### config.mk
export PLATFORM = sky130hd
export DESIGN_NAME = fifo
export DESIGN_NICKNAME = d
export VERILOG_FILES = /design/src/rtl/fifo.sv
export SDC_FILE = /design/constraint.sdc
export NUM_CORES = 1
export LEC_CHECK = 0
export CORE_ASPECT_RATIO = 1.25
export CORE_UTILIZATION = 53
export DETAILED_ROUTE_END_ITERATION = 6
export PLACE_DENSITY = 0.89
export SLEW_MARGIN = 0
export SYNTH_ARGS = -nofsm -noshare
export SYNTH_HDL_FRONTEND = slang
export SYNTH_SLANG_ARGS = --single-unit
### constraint.sdc
create_clock -name i_clk -period 2.31 [get_ports i_clk]
set_clock_uncertainty 0.05 [all_clocks]
set_input_delay 0.3465 -clock i_clk [delete_from_list [all_inputs] [get_ports i_clk]]
set_output_delay 0.3465 -clock i_clk [all_outputs]
set_load 0.005 [all_outputs]
### src/rtl/fifo.sv
// fifo: single-clock first-word-fall-through FIFO with full/empty flags
module fifo #(
  parameter int FIFO_LENGTH = 4,
  parameter int DATA_WIDTH  = 8
) (
  input  logic                  i_clk,
  input  logic                  i_rst,
  input  logic                  i_push,
  input  logic                  i_pop,
  input  logic [DATA_WIDTH-1:0] i_data,
  output logic [DATA_WIDTH-1:0] o_data,
  output logic                  o_full,
  output logic                  o_empty
);
  localparam int AW = $clog2(FIFO_LENGTH);
  localparam int CW = $clog2(FIFO_LENGTH + 1);
  logic [DATA_WIDTH-1:0] r_mem [FIFO_LENGTH];
  logic [AW-1:0] r_wr, r_rd;
  logic [CW-1:0] r_cnt;
  logic w_push, w_pop;
  assign w_pop   = i_pop & ~o_empty;
  assign w_push  = i_push & (~o_full | w_pop);
  assign o_empty = r_cnt == '0;
  assign o_full  = r_cnt == CW'(FIFO_LENGTH);
  assign o_data  = r_mem[r_rd];
  always_ff @(posedge i_clk) begin
    if (i_rst) begin
      r_wr  <= '0;
      r_rd  <= '0;
      r_cnt <= '0;
    end else begin
      if (w_push) r_wr <= r_wr == AW'(FIFO_LENGTH - 1) ? '0 : r_wr + 1'b1;
      if (w_pop) r_rd <= r_rd == AW'(FIFO_LENGTH - 1) ? '0 : r_rd + 1'b1;
      r_cnt <= w_push & ~w_pop ? r_cnt + 1'b1 : ~w_push & w_pop ? r_cnt - 1'b1 : r_cnt;
    end
  end
  always_ff @(posedge i_clk)
    if (w_push) r_mem[r_wr] <= i_data;
endmodule

==> impl_results.html <==
<table>
<tr><th>Metric</th><th>Value</th></tr>
<tr><th colspan="2">Synthesis</th></tr>
<tr><td>Adder-Cell Fraction of Synth Area</td><td>5.81%</td></tr>
<tr><td>Post-Synth XOR/XNOR Area</td><td>1.07%</td></tr>
<tr><td>Mux cell area share after synthesis</td><td>12.2%</td></tr>
<tr><td>Netlist area before placement</td><td>0.00164 mm^2</td></tr>
<tr><td>Yosys Warn Count</td><td>0</td></tr>
<tr><td>Leading cell type by number of instances after synthesis</td><td>sky130_fd_sc_hd__edfxtp_1</td></tr>
<tr><td>Post-Syn Instances</td><td>89</td></tr>
<tr><td>Post-Synthesis Net Count</td><td>108</td></tr>
<tr><td>Netlist cell types</td><td>25</td></tr>
<tr><td>Share of synthesized area occupied by flip-flops and latches</td><td>69.7%</td></tr>
<tr><td>Top_reg_cell synth</td><td>sky130_fd_sc_hd__edfxtp_1</td></tr>
<tr><td>Basic-gate share of the synthesized area counting and, or, nand and nor cells</td><td>6.80%</td></tr>
<tr><td>Cell type with the largest total area after synthesis</td><td>sky130_fd_sc_hd__edfxtp_1</td></tr>
<tr><td>Fraction of registers with async set/reset</td><td>0%</td></tr>
<tr><td>Flops &amp; latches, synth</td><td>41</td></tr>
<tr><td>Compound-cell area share of the yosys netlist</td><td>2.91%</td></tr>
<tr><td>Main combinational cell family by area after synthesis</td><td>multiplexers</td></tr>
<tr><td>Cell types with the largest area share after synthesis</td><td>sky130_fd_sc_hd__edfxtp_1, sky130_fd_sc_hd__dfxtp_1, sky130_fd_sc_hd__mux4_2</td></tr>
<tr><td>Average cell area after synthesis</td><td>18.4 um^2</td></tr>
<tr><td>EDFF count, synth</td><td>32</td></tr>
<tr><td>Yosys top cell area share</td><td>58.7%</td></tr>
<tr><td>Most numerous cell types in the synthesized netlist</td><td>sky130_fd_sc_hd__edfxtp_1, sky130_fd_sc_hd__dfxtp_1, sky130_fd_sc_hd__mux4_2, sky130_fd_sc_hd__ha_1, sky130_fd_sc_hd__and3_2</td></tr>
<tr><th colspan="2">Clock network</th></tr>
<tr><td>TritonCTS clock tree</td><td>built</td></tr>
<tr><td>Post-CTS Repair Setup Buffers</td><td>0</td></tr>
<tr><td>Number of hold-repair buffers added at the cts stage</td><td>0</td></tr>
<tr><td>Max Buffers Root-to-Sink</td><td>2</td></tr>
<tr><td># H-tree levels</td><td>2</td></tr>
<tr><td>Num CTS Buffers</td><td>5</td></tr>
<tr><td>Clock transition at the registers of the reported paths</td><td>110 ps</td></tr>
<tr><td>Root cell of the clock tree</td><td>sky130_fd_sc_hd__clkbuf_4</td></tr>
<tr><td>Insertion delay of the later-clocked pin in the worst-skew pair</td><td>330 ps</td></tr>
<tr><td>TritonCTS Sinks</td><td>41</td></tr>
<tr><td>Number of resized instances in the post-cts repair step</td><td>0</td></tr>
<tr><th colspan="2">Floorplanning</th></tr>
<tr><td>Die ar.</td><td>0.00332 mm^2</td></tr>
<tr><td>Starting density of the core</td><td>55.6%</td></tr>
<tr><td>Num rows</td><td>22</td></tr>
<tr><td>Die outline height</td><td>64.1 um</td></tr>
<tr><td>Total core area</td><td>0.00295 mm^2</td></tr>
<tr><td>Die width</td><td>51.7 um</td></tr>
<tr><td>Num ports</td><td>22</td></tr>
<tr><th colspan="2">Drt</th></tr>
<tr><td>Final wirelength</td><td>2560 um</td></tr>
<tr><td>Count of antenna-violating nets left after detailed routing</td><td>0</td></tr>
<tr><td>Average wire per standard cell</td><td>16.2 um</td></tr>
<tr><td>Drt first pass iters</td><td>4</td></tr>
<tr><td>Vias after detailed routing</td><td>874</td></tr>
<tr><td>Average via count per standard cell</td><td>5.53</td></tr>
<tr><td>Starting DRC count in detailed routing</td><td>17</td></tr>
<tr><td>DR DRC count</td><td>0</td></tr>
<tr><th colspan="2">Power and ir drop</th></tr>
<tr><td>Worst IR Drop VDD</td><td>0.000641 V</td></tr>
<tr><td>Power per cell area</td><td>959 mW/mm^2</td></tr>
<tr><td>Clk network pwr share</td><td>20.0%</td></tr>
<tr><td>Net switching power</td><td>504 uW</td></tr>
<tr><td>Internal cell power</td><td>1420 uW</td></tr>
<tr><td>Sequential fraction of design power</td><td>50.0%</td></tr>
<tr><td>Switching share of power</td><td>26.2%</td></tr>
<tr><td>Leak pwr</td><td>0.000726 uW</td></tr>
<tr><td>Power share of the combinational group</td><td>30.0%</td></tr>
<tr><th colspan="2">Critical path</th></tr>
<tr><td>Critical path fanouts, max</td><td>8</td></tr>
<tr><td>Crit-path max cell delay</td><td>510 ps</td></tr>
<tr><td>Sort of element at the end of the critical path</td><td>output port</td></tr>
<tr><td>CP startpoint kind</td><td>register</td></tr>
<tr><td>Type of the worst setup path</td><td>reg -&gt; out</td></tr>
<tr><td>Critical path data arrival time</td><td>1810 ps</td></tr>
<tr><td>Required time at the endpoint of the critical path</td><td>1910 ps</td></tr>
<tr><td>CP max stage cell</td><td>sky130_fd_sc_hd__mux4_2</td></tr>
<tr><td>Critical path cell sequence</td><td>buf_6 &gt; mux4_2 &gt; clkdlybuf4s50_1</td></tr>
<tr><th colspan="2">Cells and area</th></tr>
<tr><td>Layout Cell Area excl Fill</td><td>0.00201 mm^2</td></tr>
<tr><td>Synth-to-Final Area Change</td><td>22.7%</td></tr>
<tr><td>Antenna Diode Count</td><td>0</td></tr>
<tr><td>Util after Layout</td><td>68.2%</td></tr>
<tr><td>Non-filler cells, final</td><td>158</td></tr>
<tr><td>Fraction of layout cells with a size suffix above 1</td><td>25.4%</td></tr>
<tr><td>Final Net Count</td><td>140</td></tr>
<tr><th colspan="2">Run status</th></tr>
<tr><td>Result of the run</td><td>complete, no violations</td></tr>
<tr><th colspan="2">Placed design</th></tr>
<tr><td>Routability congestion estimate from global placement</td><td>0.655</td></tr>
<tr><td>Total of buffers placed on input and output ports</td><td>21</td></tr>
<tr><td>HPWL Detailed</td><td>1940 um</td></tr>
<tr><td>Area after detailed placement</td><td>0.00193 mm^2</td></tr>
<tr><td>Placed instance count</td><td>150</td></tr>
<tr><th colspan="2">STA</th></tr>
<tr><td>Fin crit share</td><td>95.5%</td></tr>
<tr><td>Final min period</td><td>2210 ps</td></tr>
<tr><td>Hold_ws</td><td>471 ps</td></tr>
<tr><td>Fmax</td><td>453 MHz</td></tr>
<tr><td>Count of pins over their slew limit</td><td>0</td></tr>
<tr><td>Final hold violation count</td><td>0</td></tr>
<tr><td>Worst-margin pin slew</td><td>386 ps</td></tr>
<tr><td>Final-report setup violation count</td><td>0</td></tr>
<tr><td>Unrepaired setup endpoints after global routing</td><td>no</td></tr>
<tr><td>Worst max-slew margin expressed relative to the limit</td><td>74.3%</td></tr>
<tr><th colspan="2">Global routing</th></tr>
<tr><td>Global-route usage over all layers</td><td>19.2%</td></tr>
<tr><td>Global-route wire length before repair</td><td>4430 um</td></tr>
<tr><td>Maximum number of pins on one net before global-route repair</td><td>13</td></tr>
<tr><td>Initial antenna violation count</td><td>0</td></tr>
<tr><td>Total overflow reported by the global router</td><td>0</td></tr>
<tr><td>Via count of the first global-routing pass</td><td>975</td></tr>
<tr><th colspan="2">Run</th></tr>
<tr><td>Reported max-cap violation count</td><td>0</td></tr>
<tr><th colspan="2">Worst hold path</th></tr>
<tr><td>HP Class</td><td>reg -&gt; reg</td></tr>
</table>
## final cells by class
cell class                      instances  area (um^2)
Clock buffer                            7         65.1
Clock inverter                          1         5.00
Fill cell                             200          937
Inverter                                3         11.3
Multi-Input combinational cell         42          472
Sequential cell                        41         1140
Tap cell                               36         45.0
Timing Repair Buffer                   28          269
## final timing paths
check                           startpoint        end  slack, ps  cells after the start
worst max-delay path              register  o_data[1]        100                      3
worst min register to register     r_rd[0]    r_rd[0]        470                      2
worst max register to register    r_cnt[1]   r_cnt[2]        110                      8
worst min-delay path               r_rd[0]    r_rd[0]        470                      2
## registers in the layout, indices dropped and copies added, names as in the netlist, named ones only
| signal | flops |
|---|---|
| r_mem | 32 |
| r_cnt | 3 |
| r_rd | 2 |
| r_wr | 2 |
## metal layers
metal	GRT usage [%]	wire, um	up-vias
li1	-	-	411
met1	20.1	996	433
met2	34.3	1390	24
met3	6.19	128	6
met4	8.11	44	0
met5	0	0	-
## cell usage in the layout, fill, tap and decap left out
master / n
sky130_fd_sc_hd__buf_4: 6
sky130_fd_sc_hd__o31ai_1: 1
sky130_fd_sc_hd__fa_1: 1
sky130_fd_sc_hd__nor3b_1: 1
sky130_fd_sc_hd__o21ai_0: 1
sky130_fd_sc_hd__inv_1: 3
sky130_fd_sc_hd__ha_1: 6
sky130_fd_sc_hd__mux2i_1: 2
sky130_fd_sc_hd__nand3_1: 1
sky130_fd_sc_hd__dfxtp_1: 9
sky130_fd_sc_hd__nand4b_1: 1
sky130_fd_sc_hd__buf_6: 1
sky130_fd_sc_hd__a21oi_1: 2
sky130_fd_sc_hd__dlymetal6s2s_1: 1
sky130_fd_sc_hd__or3_1: 2
sky130_fd_sc_hd__clkinv_2: 1
sky130_fd_sc_hd__clkbuf_4: 5
sky130_fd_sc_hd__clkdlybuf4s50_1: 20
sky130_fd_sc_hd__xor2_1: 2
sky130_fd_sc_hd__or4b_4: 1
sky130_fd_sc_hd__edfxtp_1: 32
sky130_fd_sc_hd__nor3_1: 2
sky130_fd_sc_hd__nand2_1: 1
sky130_fd_sc_hd__and3_2: 4
sky130_fd_sc_hd__mux4_2: 8
sky130_fd_sc_hd__nor2_1: 3
sky130_fd_sc_hd__clkbuf_8: 2
sky130_fd_sc_hd__and2_4: 1
sky130_fd_sc_hd__o31ai_2: 2
## power by group through the flow
stage	registers (uW)	clock network, uW	logic, uW
4_1_cts	963	392	589
5_1_grt	977	424	645
3_3_place_gp	969	0	558
3_5_place_dp	981	0	585
6_report	962	385	578
2_1_floorplan	950	0	328
## logic make-up after synthesis
family | after synthesis
DFF | 41
and+or+nand+nor | 17
muxes | 10
adders and majority gates | 7
AOI/OAI and AO/OA | 6
buffers and inverters | 6
xor gates and xnor gates | 2
## per-stage QoR
stage / setup TNS [ps] / setup slack, ps / total power (uW)
after floorplan: 0 / 178 / 1280
after global placement: -279 / -146 / 1530
after detailed placement: -402 / -220 / 1570
after CTS: 0 / 45.4 / 1940
after global routing: 0 / 4.12 / 2050
final: 0 / 104 / 1930
## worst max-delay path, delay by kind of cell (launching register included)
family	cells	cell delay (ps)
buf+inv	2	630
mux	1	510
flops	1	340
Power figures use the tool's default switching activity.
